<file path="src/rtl/mips_pkg.sv">
// Types and constants shared across the MIPS pipeline control blocks.
package mips_pkg;

    // Register file address width (32 architectural registers).
    localparam int REG_AW = 5;

    // Control word that ID_Stage_Reg loads when a bubble is inserted.
    typedef struct packed {
        logic       wb_en;
        logic       mem_read;
        logic       mem_write;
        logic [3:0] exe_cmd;
        logic       branch;
        logic       imm;
    } id_ctrl_t;

    // A NOP performs no write-back, no memory access and no branch.
    localparam id_ctrl_t NOP_CTRL = '0;

    // SRAM access sequencer states.
    typedef enum logic [1:0] {
        S_IDLE = 2'd0,
        S_WAIT = 2'd1,
        S_DONE = 2'd2
    } sram_state_t;

endpackage

</file>
<file path="src/rtl/sat_counter.sv">
// Up-counter that sticks at all-ones instead of wrapping; synchronous clear.
module sat_counter #(
    parameter int W = 16
) (
    input  logic         clk,
    input  logic         clr,
    input  logic         en,
    output logic [W-1:0] count
);

    logic [W-1:0] count_q;
    logic [W-1:0] count_d;

    // Next count: clear wins, otherwise step unless already saturated.
    always_comb begin
        count_d = count_q;
        if (clr) begin
            count_d = '0;
        end else if (en && (count_q != '1)) begin
            count_d = count_q + 1'b1;
        end
    end

    // Count register.
    always_ff @(posedge clk) begin
        count_q <= count_d;
    end

    assign count = count_q;

endmodule

</file>
<file path="src/rtl/pipe_hazard_ctrl.sv">
// Stall/flush controller for the 5-stage pipeline: RAW detection, SRAM wait
// sequencing, branch squash and performance counters.
module pipe_hazard_ctrl #(
    parameter int REG_AW  = mips_pkg::REG_AW,
    parameter int TIMEOUT = 64,
    parameter int CNT_W   = 16
) (
    input  logic              clk,
    input  logic              rst,
    input  logic              fwd_en,
    input  logic              id_valid,
    input  logic [REG_AW-1:0] id_src1,
    input  logic [REG_AW-1:0] id_src2,
    input  logic              id_two_src,
    input  logic [REG_AW-1:0] exe_dest,
    input  logic              exe_wb_en,
    input  logic              exe_mem_read,
    input  logic [REG_AW-1:0] mem_dest,
    input  logic              mem_wb_en,
    input  logic              mem_access,
    input  logic              sram_ready,
    input  logic              branch_taken,
    output logic              freeze,
    output logic              if_flush,
    output logic              id_bubble,
    output logic              be_stall,
    output logic              mem_err,
    output logic [CNT_W-1:0]  hazard_cnt,
    output logic [CNT_W-1:0]  mem_stall_cnt
);

    import mips_pkg::*;

    // Wide enough to hold TIMEOUT-1; the counter parks there once reached.
    localparam int            TO_W   = $clog2(TIMEOUT + 1);
    localparam logic [TO_W-1:0] TO_MAX = TO_W'(TIMEOUT - 1);

    sram_state_t     state_q, state_d;
    logic [TO_W-1:0] to_cnt_q, to_cnt_d;
    logic            mem_err_q, mem_err_d;

    logic exe_hit;
    logic mem_hit;
    logic raw;
    logic hazard_en;

    // RAW detection: a write to r0 never creates a dependency, and src2 only
    // matters when the instruction actually reads it. With forwarding on, only
    // a load in EXE cannot be bypassed in time.
    always_comb begin
        exe_hit = exe_wb_en && (exe_dest != '0) &&
                  ((id_src1 == exe_dest) || (id_two_src && (id_src2 == exe_dest)));
        mem_hit = mem_wb_en && (mem_dest != '0) &&
                  ((id_src1 == mem_dest) || (id_two_src && (id_src2 == mem_dest)));
        if (fwd_en) begin
            raw = ~rst & id_valid & exe_hit & exe_mem_read;
        end else begin
            raw = ~rst & id_valid & (exe_hit | mem_hit);
        end
    end

    // Pipeline control outputs. A taken branch squashes the hazarding ID
    // instruction, so the flush takes priority over the freeze; a back-end
    // stall holds everything including the branch sitting in EXE.
    always_comb begin
        be_stall  = ~rst & (((state_q == S_IDLE) & mem_access & ~sram_ready) |
                            ((state_q == S_WAIT) & ~sram_ready));
        if_flush  = ~rst & branch_taken & ~be_stall;
        freeze    = be_stall | (raw & ~if_flush);
        id_bubble = ~be_stall & (raw | if_flush);
        hazard_en = raw & ~be_stall & ~if_flush;
    end

    // SRAM sequencer next state, wait timer and sticky timeout flag. DONE
    // absorbs one cycle so the completed access cannot re-arm the wait.
    always_comb begin
        state_d   = state_q;
        to_cnt_d  = '0;
        mem_err_d = mem_err_q;
        case (state_q)
            S_IDLE: begin
                if (mem_access && !sram_ready) begin
                    state_d = S_WAIT;
                end
            end
            S_WAIT: begin
                if (sram_ready) begin
                    state_d = S_DONE;
                end else begin
                    to_cnt_d = (to_cnt_q == TO_MAX) ? to_cnt_q : to_cnt_q + 1'b1;
                end
                if (to_cnt_q == TO_MAX) begin
                    mem_err_d = 1'b1;
                end
            end
            S_DONE: begin
                state_d = S_IDLE;
            end
            default: begin
                state_d = S_IDLE;
            end
        endcase
    end

    // Sequencer state registers.
    always_ff @(posedge clk) begin
        if (rst) begin
            state_q   <= S_IDLE;
            to_cnt_q  <= '0;
            mem_err_q <= 1'b0;
        end else begin
            state_q   <= state_d;
            to_cnt_q  <= to_cnt_d;
            mem_err_q <= mem_err_d;
        end
    end

    assign mem_err = mem_err_q;

    sat_counter #(
        .W(CNT_W)
    ) u_hazard_cnt (
        .clk  (clk),
        .clr  (rst),
        .en   (hazard_en),
        .count(hazard_cnt)
    );

    sat_counter #(
        .W(CNT_W)
    ) u_mem_stall_cnt (
        .clk  (clk),
        .clr  (rst),
        .en   (be_stall),
        .count(mem_stall_cnt)
    );

endmodule
</file>
<file path="config.mk">
export PLATFORM = sky130hd
export DESIGN_NAME = pipe_hazard_ctrl
export DESIGN_NICKNAME = d
export VERILOG_FILES = /design/src/rtl/mips_pkg.sv /design/src/rtl/sat_counter.sv /design/src/rtl/pipe_hazard_ctrl.sv
export SDC_FILE = /design/constraint.sdc
export NUM_CORES = 1
export LEC_CHECK = 0
export BUFFER_PORTS_ARGS = -buffer_cell sky130_fd_sc_hd__buf_2
export CORE_MARGIN = 4
export CORE_UTILIZATION = 35
export CTS_CLUSTER_DIAMETER = 40
export DETAILED_ROUTE_END_ITERATION = 7
export GPL_ROUTABILITY_DRIVEN = 0
export HOLD_SLACK_MARGIN = 0.12
export PLACE_DENSITY = 0.54
export SYNTH_ARGS = -nofsm -noshare
export SYNTH_HDL_FRONTEND = slang
export SYNTH_SLANG_ARGS = --single-unit
</file>
<file path="constraint.sdc">
create_clock -name clk -period 3.1 [get_ports clk]
set_input_delay 0.465 -clock clk [delete_from_list [all_inputs] [get_ports clk]]
set_output_delay 0.465 -clock clk [all_outputs]
set_load 0.03 [all_outputs]
</file>
==> Word-level counts from Yosys, hierarchy flattened <==
Cells that the tools add are included.
W data, S select, Z words.
{ "classes": {"n_addsub": 3, "n_eq_ne": 10, "n_mux": 4, "n_bitwise": 23, "n_reduce_logical": 18} }
{ "op_table": {"columns": ["op", "n"], "rows": [
  ["$add A16 B1 Y16 const B", 2],
  ["$ne A16 B16 Y1 const B", 2],
  ["$eq A5 B5 Y1", 4],
  ["$and A1 B1 Y1", 14],
  ["$reduce_bool A5 Y1", 2],
  ["$logic_and A1 B1 Y1", 9],
  ["$add A7 B1 Y7 const B", 1],
  ["$eq A7 B6 Y1 const B", 1],
  ["$not A1 Y1", 5],
  ["$mux W2", 2],
  ["$or A1 B1 Y1", 4],
  ["$pmux W2 S2", 1],
  ["$reduce_and A2 Y1", 2],
  ["$reduce_or A3 Y1", 1],
  ["$eq A2 B1 Y1 const B", 1],
  ["$logic_not A2 Y1", 1],
  ["$logic_or A1 B1 Y1", 2],
  ["$ne A2 B1 Y1 const B", 1],
  ["$ne A2 B2 Y1 const B", 1],
  ["$logic_not A1 Y1", 1],
  ["$mux W1", 1]
]} }
{ "totals": {"reg_bits": 42, "in_bits": 31, "out_inout_bits": 37, "word_cells": 63} }

==> Depth between registers and ports, before layout <==
Gate-level depths: netlist of run 1.
{ "depth": {"word_depth": 10, "mapped_depth": 8, "depth_no_buf": 7} }

==> Modules after synthesis <==
Synthesis of run 1 repeated with hierarchy kept, for this count alone.
{ "unflattened": {"hier_cells": 282, "hier_area_um2": 2418.6} }
{ "modules_own_cells": {"columns": ["mod", "instances", "cells_each", "area_per_inst_um2", "seq_area_each_um2"], "rows": [
  ["sat_counter", 2, 99, 848.3, 320.3],
  ["pipe_hazard_ctrl", 1, 84, 721.9, 200.2]
]} }

==> Worst setup path after synthesis of run 1 <==
Ideal clock, no wire load.
{ "synth_path": {"path_kind": "input to output", "startpoint": "input exe_dest[2]", "endpoint": "output freeze", "arrival_ps": 2577, "required_time_ps": 2635, "setup_slack_ps": 58, "cell_stages": 7, "n_path_buf": 2, "path_cell_list": "xor2_1 -> nor4_2 -> a32oi_1 -> o22a_2 -> buf_6 -> buf_6 -> o41ai_1"} }
{ "synth_via": {"elab_chain_len": 9, "word_cells_on_any_way": 14, "classes_between": "eq/ne (2); mux (1); bitwise (6); reduce/logical (5)"} }
{ "synth_lines": {"columns": ["element", "line_no", "text"], "rows": [
  ["from (decl)", "pipe_hazard_ctrl.sv:15", "input logic [REG_AW-1:0] exe_dest,"],
  ["$eq A5 B5 Y1", "pipe_hazard_ctrl.sv:52", "((id_src1 == exe_dest) || (id_two_src && (id_src2 == exe_dest)));"],
  ["$logic_and A1 B1 Y1", "pipe_hazard_ctrl.sv:52", null],
  ["$logic_or A1 B1 Y1", "pipe_hazard_ctrl.sv:52", null],
  ["$logic_and A1 B1 Y1 *", "pipe_hazard_ctrl.sv:51", "exe_hit = exe_wb_en && (exe_dest != '0) &&"],
  ["$or A1 B1 Y1 / $and A1 B1 Y1 (equally long branches)", "pipe_hazard_ctrl.sv:58, pipe_hazard_ctrl.sv:56", null],
  ["$and A1 B1 Y1 (on tied branches)", "pipe_hazard_ctrl.sv:58, pipe_hazard_ctrl.sv:56", null],
  ["$mux W1 *", "pipe_hazard_ctrl.sv:55", "if (fwd_en) begin"],
  ["$and A1 B1 Y1 *", "pipe_hazard_ctrl.sv:69", "freeze = be_stall | (raw & ~if_flush);"],
  ["$or A1 B1 Y1 *", "pipe_hazard_ctrl.sv:69", null],
  ["to (decl)", "pipe_hazard_ctrl.sv:23", "output logic freeze,"]
]} }
Mark *: on every way between the ends. The rest lies on a longest branch, timed or not.

==> Final worst setup path of run 1 <==
{ "layout_path": {"startpoint": "input id_src2[2]", "endpoint": "output freeze"} }
{ "layout_via": {"elab_chain_len": 9, "word_cells_on_any_way": 15, "classes_between": "eq/ne (2); mux (1); bitwise (6); reduce/logical (6)"} }
{ "layout_lines": {"columns": ["element", "line_no", "text"], "rows": [
  ["from (decl)", "pipe_hazard_ctrl.sv:13", "input logic [REG_AW-1:0] id_src2,"],
  ["$eq A5 B5 Y1 (on tied branches)", "pipe_hazard_ctrl.sv:52, pipe_hazard_ctrl.sv:54", null],
  ["$logic_and A1 B1 Y1 (on tied branches)", "pipe_hazard_ctrl.sv:52, pipe_hazard_ctrl.sv:54", null],
  ["$logic_or A1 B1 Y1 (on tied branches)", "pipe_hazard_ctrl.sv:52, pipe_hazard_ctrl.sv:54", null],
  ["$logic_and A1 B1 Y1 (on tied branches)", "pipe_hazard_ctrl.sv:51, pipe_hazard_ctrl.sv:53", null],
  ["$or A1 B1 Y1 / $and A1 B1 Y1 (equally long branches)", "pipe_hazard_ctrl.sv:58, pipe_hazard_ctrl.sv:56", null],
  ["$and A1 B1 Y1 (on tied branches)", "pipe_hazard_ctrl.sv:58, pipe_hazard_ctrl.sv:56", null],
  ["$mux W1 *", "pipe_hazard_ctrl.sv:55", null],
  ["$and A1 B1 Y1 *", "pipe_hazard_ctrl.sv:69", null],
  ["$or A1 B1 Y1 *", "pipe_hazard_ctrl.sv:69", null]
]} }
Marked as above.

==> impl_metrics.toml, run 1 <==
[clock_network]
postCtsSetupBuffers = 0
cts_tree = "built"
path_clk_slew_ns = 0.09
cts_hold_buffers = 0
htreeDepth = 2
cts_root_buf = "clkbuf_8"
clk_latency_ns = 0.30
cts_buffers = 5
cts_resized = 0
clockBufferDepth = 2
clkSinkCount = 42

[synth]
synthAdderAreaFrac_pct = 1.57
synth_area_per_cell_sq_um = 8.86
synth-xor-area-share_pct = 14.3
syn_inst = 269
synth_compound_area_share_pct = 13.2
syn_area_sq_um = 2380
synth_top_cell_by_area = "dfxtp_1"
ys_warn_count = 0
synth_top_family_by_area = "simple AND/OR/NAND/NOR gates"
netlist_top_cells_area = "dfxtp_1 35%, xor2_1 12%, nor2_1 5.8%, nand4_1 3.1%, and3_1 2.9%"
syn-num-nets = 303
synth_edf_count = 0
synth_seq_cells = 42
seq_area_frac_synth_pct = 35.3
yosys.area_share.simple_pct = 27.2
synth_cell_types = 51
synth_ff_type = "dfxtp_1"
async_flop_share_pct = 0
synthMuxAreaShare_pct = 2.78
synth_top_area_share_pct = 35.3

[final_layout]
final_layout_size_suffix_gt1_share_pct = 28.0
fin_area_sq_um = 2840
area_growth_pct = 19.2
fillers = 665
num_antenna_cells = 0
final_net_count = 369
final_util_pct = 43.7

[sta]
finalCritPeriodShare_pct = 79.2
setup_violations = 0
grt_setup_unrepaired = "false"
fin_setup_tns_ns = 0
skew_ns = 0.00957
worstMarginPinSlew_ns = 0.824
finalHoldViolCount = 0
max_freq_ghz = 0.407
slew_headroom_pct = 44.6
drv_slew = 0
period_minus_slack_ns = 2.46

[global_routing]
grt_pass1_wl_mm = 10.4
track_usage_pct = 15.1
grt_max_degree = 23
grt_pass1_vias = 2197
grt-ovfl-total = 0
antenna_found_initial = 0

[power]
switchingPower_uw = 272
internal-power_uw = 765
power_density_nw_per_um2 = 365
clockPowerShare_pct = 36.4
pwr-share-comb_pct = 11.2
p_sw_share_pct = 26.2
power_frac_seq_pct = 52.4
peakVddDrop_v = 0.000187
finalPower_uw = 1040
power.leakage_uw = 0.00120

[floorplan]
io_pins = 68
start_util_pct = 36.7
die-width_microns = 90.5
core_area_sq_um = 6490
rows = 29
die_area_sq_um = 8190
die_h_microns = 90.5

[routing]
first_pass_iters = 4
dr.first_iter.drc_count = 70
totalWireLength_mm = 5.97
drc_errors = 0
ant_nets = 0
routedWlPerCell_microns = 14.5
via_count = 2232
post_drt_via_cell_ratio = 5.40

[min_path]
hp-class = "flop to flop"

[critical_path]
critical-path-slowest-cell = "o22a_2"
cp_data_required_time_ns = 2.63
cp_num_buf_inv = 2
start_kind = "input port"
critical_path.most_common_cell = "buf_2"
critical_path_class = "input port to output port"
critPathMaxFanout = 8
arrival_ns = 1.99
slowest_delay_ns = 0.30
cp_cell_sequence = "buf_2, xor2_1, nor4_1, a32oi_1, o22a_2, o41ai_1, buf_2"
cp_top_family = "compound AO/OA/AOI/OAI gates"
critPathCaptureType = "output port"

[run]
cap_violations = 0

[placed_design]
portBuffers = 67
place_area_sq_um = 2750
dpl.hpwl_mm = 4.48

[outcome]
run_status = "completed"
-- final timing paths --
kind	from	endpoint	slack (ns)	depth (start not counted)
setup / recovery	id_src2[2]	freeze	0.64	7
hold / removal	to_cnt_q[6]$_SDFFE_PP0P_	to_cnt_q[6]$_SDFFE_PP0P_	0.47	2
setup reg to reg	u_mem_stall_cnt.count[0]$_SDFFE_PP0P_	u_mem_stall_cnt.count[5]$_SDFFE_PP0P_	0.95	7
hold reg to reg	to_cnt_q[6]$_SDFFE_PP0P_	to_cnt_q[6]$_SDFFE_PP0P_	0.47	2
-- metal layers --
| layer | vias to the layer above | routed length (microns) | global-route usage [%] | share of wire, % |
|---|---|---|---|---|
| li1 | 1128 | - | - | - |
| met1 | 1048 | 2890 | 20.1 | 48 |
| met2 | 50 | 2730 | 24.2 | 46 |
| met3 | 6 | 295 | 3.83 | 4.9 |
| met4 | 0 | 61 | 3.83 | 1.0 |
| met5 | - | 0 | 0 | 0 |
-- worst min-delay path, stage by stage, from the launching register on --
cell and delay [ns]:
dfxtp_1 0.35, nand2_1 0.06, nor2_1 0.03
-- per-stage QoR --
| step | std cells | worst slack (ns) | hold WS [ns] |
|---|---|---|---|
| 2_1_floorplan | 269 | 0.0579 | 0.436 |
| 3_3_place_gp | 405 | 0.646 | 0.454 |
| 3_5_place_dp | 405 | 0.638 | 0.457 |
| 4_1_cts | 413 | 0.627 | 0.472 |
| 5_1_grt | 413 | 0.549 | 0.486 |
| 6_report | 413 | 0.644 | 0.473 |
-- flip-flops by register name, indices dropped and copies added, names as in the netlist --
signal and count:
mem_err 1, state_q 2, to_cnt_q 7, u_hazard_cnt.count 16, u_mem_stall_cnt.count 16
-- kinds of logic (layout without fill, tap and decap cells) --
logic type                 Yosys count  after routing
DFF                                 42             42
buffers and inverters               20             87
and+or+nand+nor                    119            119
AOI/OAI and AO/OA                   40             40
adders and majority gates            3              3
muxes                                6              6
xor gates and xnor gates            39             39
-- layout make-up --
type	instances	area, sq um	area share, %
multi-input combinational	207	1410	49.6
sequential	42	841	29.6
timing repair buffer	72	373	13.1
tap	77	96.3	3.39
clock buffer	6	82.6	2.91
inverter	7	26.3	0.925
clock inverter	2	12.5	0.441
-- synth_stat cells (all sizes together), types with 6 or more instances --
library cell and n:
dfxtp 42, nor2 37, xor2 32, nand2 12, nand3 12, nand4 12, and3 11, a21oi 7
buf 7, inv 7, nor3 7, or4 7, xnor2 7, clkbuf 6, o41ai 6
-- layout by cell type (no fill, tap or decap), drive strengths merged, types with 2 or more instances in the layout --
cell type and instances:
nor2b 5, o41ai 6, o21ai 2, and3 11, a21oi 7, clkbuf 6
o31ai 4, or4 7, buf 72, a32oi 2, xor2 32, nor3 7
or4b 3, a31oi 2, nand3 12, and4 4, nand2 12, nor2 37
dfxtp 42, o211ai 2, xnor2 7, mux2 5, ha 3, o21a 2
inv 7, nand4 12, nor4 5, o311ai 3
-- power groups by stage --
stage | clock, uW | sequential [uW] | combinational, uW
after floorplan | 0 | 559 | 67.8
after global placement | 0 | 557 | 116
after detailed placement | 0 | 557 | 116
after CTS | 396 | 544 | 116
after global routing | 417 | 545 | 129
final | 378 | 544 | 116
Power figures use the tool's default switching activity.
==> run 2, diff against run 1 <==
--- a/config.mk
+++ b/config.mk
@@ -12,7 +12,7 @@
 export DETAILED_ROUTE_END_ITERATION = 7
 export GPL_ROUTABILITY_DRIVEN = 0
 export HOLD_SLACK_MARGIN = 0.12
-export PLACE_DENSITY = 0.54
+export PLACE_DENSITY = 0.57
 export SYNTH_ARGS = -nofsm -noshare
 export SYNTH_HDL_FRONTEND = slang
 export SYNTH_SLANG_ARGS = --single-unit
==> constraint.sdc (replaced) <==
create_clock -name clk -period 2 [get_ports clk]
set_input_delay 0.3 -clock clk [delete_from_list [all_inputs] [get_ports clk]]
set_output_delay 0.3 -clock clk [all_outputs]
set_load 0.03 [all_outputs]
==> impl_metrics.toml, run 2 (synthesis results as in run 1) <==
[sta]
grt_setup_unrepaired = "true"
drv_slew = 0
max_freq_ghz = 0.499
setup_violations = 1
slew_headroom_pct = 74.3
finalCritPeriodShare_pct = 100
hold_ws_ns = 0.338
fin_setup_tns_ns = -0.00240
finalHoldViolCount = 0
skew_ns = 0.00837
setup_slack_ns = -0.00240
worstMarginPinSlew_ns = 0.384
period_minus_slack_ns = 2.00

[power]
p_sw_share_pct = 24.9
clockPowerShare_pct = 38.7
power.leakage_uw = 0.00144
switchingPower_uw = 440
power_frac_seq_pct = 47.8
power_density_nw_per_um2 = 541
peakVddDrop_v = 0.000348
internal-power_uw = 1320
pwr-share-comb_pct = 13.5

[critical_path]
arrival_ns = 1.70
cp_cell_sequence = "buf_2, buf_4, xor2_1, nor3_1, a32oi_1, o22a_4, o41ai_4, buf_4"
critPathMaxFanout = 3
cp_data_required_time_ns = 1.70
critical_path_class = "input port to output port"
start_kind = "input port"
critical_path.most_common_cell = "buf_4"
critPathCaptureType = "output port"
critical-path-slowest-cell = "o22a_4"
slowest_delay_ns = 0.29

[floorplan]
start_util_pct = 36.7
die-width_microns = 90.5
core_area_sq_um = 6490
rows = 29
io_pins = 68
die_area_sq_um = 8190
die_h_microns = 90.5

[global_routing]
grt_pass1_vias = 2270
grt_max_degree = 21
track_usage_pct = 15.5
grt_pass1_wl_mm = 10.7
grt-ovfl-total = 0
antenna_found_initial = 0

[routing]
first_pass_iters = 4
drc_errors = 0
dr.first_iter.drc_count = 86
ant_nets = 0
routedWlPerCell_microns = 13.9
post_drt_via_cell_ratio = 5.25
via_count = 2348
totalWireLength_mm = 6.24

[min_path]
hp-class = "input port to flop"

[outcome]
run_status = "finished, violations left"
violations = "negative setup slack"

[final_layout]
regArea_sq_um = 845
final_common_cell = "buf_2"
multi_input_area_sq_um = 1500
num_antenna_cells = 0
fillers = 654
final_layout_size_suffix_gt1_share_pct = 38.6
final_cell_mix = "62 x buf_2, 39 x dfxtp_1, 36 x nor2_1, 36 x buf_4, 32 x xor2_1"
final_net_count = 403
area_growth_pct = 36.8

[clock_network]
cts_root_buf = "clkbuf_8"
cts_buffers = 5
clkSinkCount = 42
htreeDepth = 2
clk_latency_ns = 0.29
cts_hold_buffers = 0
path_clk_slew_ns = 0.09
cts_tree = "built"
clockBufferDepth = 2

[run]
cap_violations = 0

[placed_design]
portBuffers = 67
dpl.hpwl_mm = 4.53
## run 2: changes by cell type in the layout (fill, tap and decap cells not counted), sizes merged
cell / before / now
buf: 72 / 106
bufinv: 0 / 1
clkbuf: 6 / 5
clkinvlp: 1 / 0
inv: 7 / 8
## run 2: layer usage
layer	GRT usage [%]	routed length [microns]
met1	21.5	3080
met2	24.5	2760
met3	3.75	354
met4	3.06	46
met5	0	0
## run 2: cell type report
| class | instances | share of cell area (%) |
|---|---|---|
| clock buffer | 5 | 2.11 |
| multi-input combinational | 207 | 45.9 |
| clock inverter | 3 | 1.34 |
| timing repair buffer | 106 | 21.0 |
| inverter | 7 | 0.806 |
| sequential | 42 | 25.9 |
| tap | 77 | 2.95 |
## run 2: timing repair
item,in CTS,in global routing
pin swaps,4,5
buffers inserted,2,0
resized for setup,8,20
cloned,1,0
endpoints found under the setup margin,2,20
## run 2: worst paths after layout
path	from	end	slack (ns)	cells past startpoint
min	sram_ready	state_q[1]$_SDFFE_PP0P_	0.34	2
min reg2reg	to_cnt_q[6]$_SDFFE_PP0P_	to_cnt_q[6]$_SDFFE_PP0P_	0.47	2
max reg2reg	state_q[0]$_SDFFE_PP0P_	u_hazard_cnt.count[8]$_SDFFE_PP0P_	0.10	8
max	exe_dest[0]	freeze	-0.002	8
## run 2: through the flow
stage	instance area, sq um	power (uW)	util (%)	cells	setup WS, ns
6_report	3260	1760	50.2	447	-0.00240
4_1_cts	3200	1780	49.3	447	-0.000288
3_3_place_gp	3030	1070	46.6	436	-0.242
5_1_grt	3260	1840	50.2	447	-0.0643
2_1_floorplan	2420	977	-	269	-0.127
3_5_place_dp	3030	1070	46.6	436	-0.271
## run 2: power groups by stage
stage	Sequential [uW]	Clock, uW	Combinational, uW
6_report	844	682	238
5_1_grt	845	743	257
4_1_cts	843	711	226
3_5_place_dp	863	0	211
3_3_place_gp	863	0	210
2_1_floorplan	866	0	110
## run 2: worst max-delay path: cells and delay by family
family                    cells  cell delay, ns
buffers and inverters         3            0.45
and+or+nand+nor               1            0.18
xor gates and xnor gates      1            0.16
AOI/OAI and AO/OA             3            0.59
